`src/rtl/alu_ctrl_pkg.sv`:
```
// alu_ctrl_pkg
// Shared definitions for the shared-ALU controller, its arbiter and the
// decoder: the R-type opcode, the supported function codes, the controller
// state enum and a small decode helper.
// Ports: none (package).
// Configuration macro (used by alu_rr_arbiter): ALU_SHARE_FIXED_PRIO_EN
package alu_ctrl_pkg;

   localparam logic [5:0] OPC_RTYPE = 6'b000000;

   localparam logic [5:0] FUNCT_ADD = 6'b100000;
   localparam logic [5:0] FUNCT_SUB = 6'b100010;
   localparam logic [5:0] FUNCT_MUL = 6'b100110;
   localparam logic [5:0] FUNCT_AND = 6'b100100;
   localparam logic [5:0] FUNCT_OR  = 6'b100101;

   typedef enum logic [1:0] {
      IDLE = 2'd0,
      MUL  = 2'd1,
      RESP = 2'd2
   } aluStateT;

   // Only a well-formed R-type multiply takes the multi-cycle path; an
   // unsupported opcode/funct always completes in a single cycle.
   function automatic logic isMulOp(input logic [5:0] opcode, input logic [5:0] funct);
      return (opcode == OPC_RTYPE) && (funct == FUNCT_MUL);
   endfunction

endpackage

```
`src/rtl/alu_rr_arbiter.sv`:
```
// alu_rr_arbiter
// Two-way grant logic for the shared ALU. By default it is round-robin:
// on a tie the requester that did not win last time is granted. With
// ALU_SHARE_FIXED_PRIO_EN defined, requester 0 always wins a tie and no
// history is kept.
// Ports:
//   clock, reset     rising-edge clock, async active-high reset
//   enable           grants may only be issued while this is high
//   valid0, valid1   requester valid inputs
//   update           an accept happened this cycle; record the winner
//   grant0, grant1   one-hot (or zero) grant outputs
module alu_rr_arbiter (
   input  logic clock,
   input  logic reset,
   input  logic enable,
   input  logic valid0,
   input  logic valid1,
   input  logic update,
   output logic grant0,
   output logic grant1
);

`ifdef ALU_SHARE_FIXED_PRIO_EN
   // Requester 0 has absolute priority; the history inputs are not needed.
   logic unusedInputs;
   assign unusedInputs = ^{clock, reset, update};

   assign grant0 = enable & valid0;
   assign grant1 = enable & valid1 & ~valid0;
`else
   // lastGrant remembers the previous winner; it resets to 1 so that
   // requester 0 wins the first tie after reset.
   logic lastGrant;

   always_ff @(posedge clock or posedge reset) begin
      if (reset) begin
         lastGrant <= 1'b1;
      end else if (update) begin
         lastGrant <= grant1;
      end
   end

   // A lone requester always wins; on a tie the one that did not win last
   // time is granted.
   assign grant0 = enable & valid0 & (~valid1 | lastGrant);
   assign grant1 = enable & valid1 & (~valid0 | ~lastGrant);
`endif

endmodule

```
`src/rtl/alu_share_ctrl.sv`:
```
// alu_share_ctrl
// Shares one R-type ALU between two requesters. A 2-way arbiter picks a
// requester, the granted operands are latched, single-cycle ops answer in
// the next cycle and multiply answers MUL_LAT cycles after accept. The
// result is held on a valid/ready response port until it is taken.
// Ports:
//   clock, reset                    rising-edge clock, async active-high reset
//   reqN_valid / reqN_ready         requester N handshake (N = 0, 1)
//   reqN_opcode, reqN_funct         instruction opcode and function code
//   reqN_a, reqN_b                  operands
//   rsp_valid / rsp_ready           response handshake
//   rsp_id, rsp_result, rsp_err     owner, result, unsupported-op flag
// Parameters: DATA_W (operand width), MUL_LAT (multiply latency, 1..15)
// Configuration macro: ALU_SHARE_FIXED_PRIO_EN (fixed priority to port 0)
module alu_share_ctrl
   import alu_ctrl_pkg::*;
#(
   parameter int DATA_W  = 32,
   parameter int MUL_LAT = 4
) (
   input  logic              clock,
   input  logic              reset,
   input  logic              req0_valid,
   output logic              req0_ready,
   input  logic [5:0]        req0_opcode,
   input  logic [5:0]        req0_funct,
   input  logic [DATA_W-1:0] req0_a,
   input  logic [DATA_W-1:0] req0_b,
   input  logic              req1_valid,
   output logic              req1_ready,
   input  logic [5:0]        req1_opcode,
   input  logic [5:0]        req1_funct,
   input  logic [DATA_W-1:0] req1_a,
   input  logic [DATA_W-1:0] req1_b,
   output logic              rsp_valid,
   input  logic              rsp_ready,
   output logic              rsp_id,
   output logic [DATA_W-1:0] rsp_result,
   output logic              rsp_err
);

   localparam logic [3:0] MUL_LOAD = 4'(MUL_LAT - 1);

   aluStateT          state, stateNext;
   logic [3:0]        mulCount, mulCountNext;
   logic [DATA_W-1:0] opA, opB;
   logic [5:0]        opCode, opFunct;
   logic              opId;
   logic              grant0, grant1, accept, arbEnable;
   logic [DATA_W-1:0] selA, selB;
   logic [5:0]        selOpcode, selFunct;
   logic [DATA_W-1:0] aluResult;
   logic              aluErr;

   // Grants are only offered while idle, and never while reset is held, so
   // every output reads 0 during reset.
   assign arbEnable = (state == IDLE) && !reset;

   alu_rr_arbiter uArbiter (
      .clock  (clock),
      .reset  (reset),
      .enable (arbEnable),
      .valid0 (req0_valid),
      .valid1 (req1_valid),
      .update (accept),
      .grant0 (grant0),
      .grant1 (grant1)
   );

   assign req0_ready = grant0;
   assign req1_ready = grant1;
   assign accept     = (req0_valid & grant0) | (req1_valid & grant1);

   // Steer the winning requester's fields towards the capture registers.
   assign selA      = grant1 ? req1_a      : req0_a;
   assign selB      = grant1 ? req1_b      : req0_b;
   assign selOpcode = grant1 ? req1_opcode : req0_opcode;
   assign selFunct  = grant1 ? req1_funct  : req0_funct;

   // Capture the granted operation; inputs are ignored at all other times.
   always_ff @(posedge clock or posedge reset) begin
      if (reset) begin
         opA     <= '0;
         opB     <= '0;
         opCode  <= '0;
         opFunct <= '0;
         opId    <= 1'b0;
      end else if (accept) begin
         opA     <= selA;
         opB     <= selB;
         opCode  <= selOpcode;
         opFunct <= selFunct;
         opId    <= grant1;
      end
   end

   // Controller state and multiply countdown.
   always_ff @(posedge clock or posedge reset) begin
      if (reset) begin
         state    <= IDLE;
         mulCount <= 4'd0;
      end else begin
         state    <= stateNext;
         mulCount <= mulCountNext;
      end
   end

   // Multiply with MUL_LAT>1 parks in MUL for MUL_LAT-1 cycles; everything
   // else goes straight to RESP. RESP is left on the response handshake.
   always_comb begin
      stateNext    = state;
      mulCountNext = mulCount;
      case (state)
         IDLE: begin
            if (accept) begin
               if (isMulOp(selOpcode, selFunct) && (MUL_LAT > 1)) begin
                  stateNext    = MUL;
                  mulCountNext = MUL_LOAD;
               end else begin
                  stateNext = RESP;
               end
            end
         end
         MUL: begin
            if (mulCount == 4'd1) begin
               stateNext    = RESP;
               mulCountNext = 4'd0;
            end else begin
               mulCountNext = mulCount - 4'd1;
            end
         end
         RESP: begin
            if (rsp_ready) begin
               stateNext = IDLE;
            end
         end
         default: begin
            stateNext    = IDLE;
            mulCountNext = 4'd0;
         end
      endcase
   end

   // The ALU works on the latched operands only, so the result cannot move
   // while the response is waiting for the consumer.
   always_comb begin
      aluResult = '0;
      aluErr    = 1'b0;
      if (opCode != OPC_RTYPE) begin
         aluErr = 1'b1;
      end else begin
         case (opFunct)
            FUNCT_ADD: aluResult = opA + opB;
            FUNCT_SUB: aluResult = opA - opB;
            FUNCT_MUL: aluResult = opA * opB;
            FUNCT_AND: aluResult = opA & opB;
            FUNCT_OR:  aluResult = opA | opB;
            default:   aluErr    = 1'b1;
         endcase
      end
   end

   // Response fields are forced to 0 outside RESP so that reset and idle
   // present a clean, all-zero response port.
   assign rsp_valid  = (state == RESP);
   assign rsp_id     = rsp_valid & opId;
   assign rsp_err    = rsp_valid & aluErr;
   assign rsp_result = rsp_valid ? aluResult : '0;

endmodule

```
`config.mk`:
```
export PLATFORM = sky130hd
export DESIGN_NAME = alu_share_ctrl
export DESIGN_NICKNAME = d
export VERILOG_FILES = /design/src/rtl/alu_ctrl_pkg.sv /design/src/rtl/alu_rr_arbiter.sv /design/src/rtl/alu_share_ctrl.sv
export SDC_FILE = /design/constraint.sdc
export NUM_CORES = 2
export LEC_CHECK = 0
export BUFFER_PORTS_ARGS = -buffer_cell sky130_fd_sc_hd__buf_2
export CAP_MARGIN = 20
export CORE_ASPECT_RATIO = 1.25
export CORE_MARGIN = 8
export CORE_UTILIZATION = 24
export DETAILED_ROUTE_END_ITERATION = 10
export PLACE_DENSITY = 0.52
export SETUP_SLACK_MARGIN = 0.3
export SYNTH_ARGS = -nofsm -noshare
export SYNTH_HDL_FRONTEND = slang
export SYNTH_SLANG_ARGS = --single-unit
```
`constraint.sdc`:
```
create_clock -name clock -period 6.74 [get_ports clock]
set_input_delay 0.337 -clock clock [delete_from_list [all_inputs] [get_ports clock]]
set_output_delay 0.337 -clock clock [all_outputs]
set_load 0.01 [all_outputs]
```
==> results_dict.tcl <==
set metrics [dict create \
    status "finished with violations" \
    violations "setup timing" \
    cp_cell_sequence "buf_6 > and2_1 > fa_1 > fa_1 > fa_1 > inv_2 > fa_1 > inv_2 > fa_1 > fa_1 > fa_1 > fa_1 > ha_4 > a21o_1 > a21oi_2 > o21bai_1 > a21o_1 > a21o_1 > a221o_1 > a31oi_2 > mux2_4 > a21oi_2 > buf_4" \
    clk_latency_ps 370 \
    num_vias 19600 \
    drc 0 \
    fin_nets 3735 \
    postCtsHoldBufs 0 \
    reg2reg_depth 7 \
    first_pass_iters 7 \
    area_delta_synth_final_pct 23.01 \
    fin_util_pct 29.70 \
    crit_type "flip-flop to output port" \
    max_slew_margin_pct 32.42 \
    grt_use_total_pct 15.61 \
    antenna_left 0 \
    dieArea_um2 105000 \
    cp_max_fo 6 \
    cts_htree_levels 3 \
    final_hold_viol_count 0 \
    fin_crit_sh_pct 114.8 \
    reg2reg_setup_slack_ps 3590 \
    grt.overflow.total 0 \
    required_ps 6400 \
    die_w_um 291.4 \
    cts_root_buf "clkbuf_16" \
    dp_hpwl_um 70600 \
    worstSetupStartpointType "flip-flop" \
    synth_cells 2704 \
    slowest_stage "fa_1" \
    core_um2 94280 \
    end_kind "output port" \
    max_stage_delay_ps 540 \
    grt_pass1_vias 21440 \
    io_buffers 193 \
    setup_viol 20 \
    grt_pass1_wl_um 127900 \
    syn_nets 3429 \
    wl_per_cell_um 19.57 \
    start_util_pct 24.14 \
    yosysSeqAreaShare_pct 9.241 \
    crit_top_cell "fa_1" \
    globalplace.congestion 0.9018 \
    drv_slew 0 \
    final_cell_mix "nand2_1, fa_1, inv_1, and2_1, buf_4" \
    synth.distinct_cells 78 \
    finClkSkew_ps 10.77 \
    reg2reg_to "mulCount[2]" \
    synth_ff_type "dfrtp_1" \
    synth-seq-cells 84 \
    holdCritPathClass "primary input to asynchronous set/reset pin" \
    max_freq_mhz 129.3 \
    drt_wl_total_um 82800 \
    rsz0062_at_grt "true" \
    timing.rr.start "state[1]" \
    drv_cap 0 \
    drtIter0Drc 1109 \
    viasPerCell 4.632 \
    syn_area_per_cell_um2 8.417 \
    die_h_um 360.3 \
    cts_sinks 84 \
    period_needed_ps 7735 \
    cts_tree "done" \
    grt_max_degree 105 \
    final_common_cell "nand2_1" \
    async_flop_share_pct 100.0 \
    fillers 10120 \
    worst_pin_slew_ps 1014 \
    synth-edff-count 0 \
    antenna_found_initial 6 \
    drive_gt1_share_pct 21.26 \
    clockBufferDepth 2 \
    cts.clk_slew.worst_paths_ps 80 \
    fin_ws_ps -994.9 \
    row_count 126 \
    arrival_ps 7400 \
    ys_warn_count 0 \
    ios 194 \
    mappedNetlistArea_um2 22760 \
    numCtsBuffers 9 \
]
-- layer usage --
metal / track usage, % / share of wire, %
met5: 0 / 0.016
met4: 5.495 / 3.8
met3: 1.855 / 4.9
met2: 28.85 / 51
met1: 18.50 / 41
-- what timing repair did --
action                                  4_1_cts  5_1_grt
gates resized for setup                      81       59
pin swaps                                    41       59
endpoints found under the setup margin       23       23
setup buffers                                 8        4
gates cloned                                  1        0
-- worst max path at each step --
| stage | from | to | slack (ps) | depth (start not counted) |
|---|---|---|---|---|
| after floorplan | opB[7] | rsp_result[30] | -330 | 23 |
| after global placement | opA[10] | rsp_result[24] | -870 | 25 |
| after detailed placement | opA[12] | rsp_result[24] | -900 | 24 |
| after CTS | opB[2] | rsp_result[30] | -1080 | 27 |
| after global routing | opB[6] | rsp_result[30] | -1260 | 23 |
| final | opB[6] | rsp_result[30] | -990 | 23 |
-- cell usage after synthesis (11+ instances only) --
cell	count	area (um2)
nand2_1	486	1824
fa_1	409	8188
inv_1	393	1475
and2_1	309	1933
clkbuf_1	172	645.6
ha_1	159	1989
nor2_1	115	431.7
xnor2_1	92	805.8
a31oi_1	85	531.8
dfrtp_1	83	2077
a21oi_1	79	395.4
xor2_1	39	341.6
o21ai_0	25	125.1
a222oi_1	24	240.2
a21o_1	16	120.1
o21ai_1	16	80.08
nand2b_1	15	93.84
nor3_1	13	65.06
o21a_1	12	90.09
or3_1	11	68.82
-- final cells by class --
class / instances / area [um2] / share of cell area [%]
Timing Repair Buffer: 473 / 3353 / 11.98
Clock buffer: 9 / 225.2 / 0.8044
Tap cell: 1216 / 1521 / 5.434
Clock inverter: 7 / 106.4 / 0.3799
Sequential cell: 84 / 2126 / 7.593
Inverter: 394 / 1480 / 5.287
Multi-Input combinational cell: 2048 / 19180 / 68.52
Antenna cell: 1 / 2.502 / 0.008938
-- state kept, by name, indices dropped and copies added (netlist names) --
signal,flops
mulCount,4
opA,32
opB,32
opCode,6
opFunct,6
opId,1
state,2
uArbiter.lastGrant,1
-- through the flow --
step / setup slack, ps / TNS (ps) / instances / hold slack [ps] / cell area (um2)
4_1_cts: -1081 / -13470 / 4227 / 13.27 / 27700
6_report: -994.9 / -11970 / 4232 / 9.008 / 28000
3_3_place_gp: -872.6 / -8582 / 4202 / 428.5 / 26940
5_1_grt: -1259 / -17230 / 4231 / 62.65 / 28000
2_1_floorplan: -333.8 / -658.5 / 2704 / 438.7 / 22980
3_5_place_dp: -901.7 / -9388 / 4202 / 422.4 / 26940
-- logic make-up after synthesis --
family	after synthesis	share of synthesized area, %
simple gates	1009	21.32
buf+inv	572	9.477
fa+ha+maj	568	44.71
compound gates	332	9.818
xor+xnor	132	5.112
flops	84	9.241
mux	7	0.3188
-- worst max-delay path: cells and delay by family (launching register included) --
kind            cells  cell delay, ps
fa+ha+maj           9            4180
buf+inv             4             380
flops               1             460
mux                 1             360
compound gates      8            1480
simple gates        1             140
Power is not shown: default switching activity piles up to over one toggle a cycle in this logic, so the estimate is an artifact.
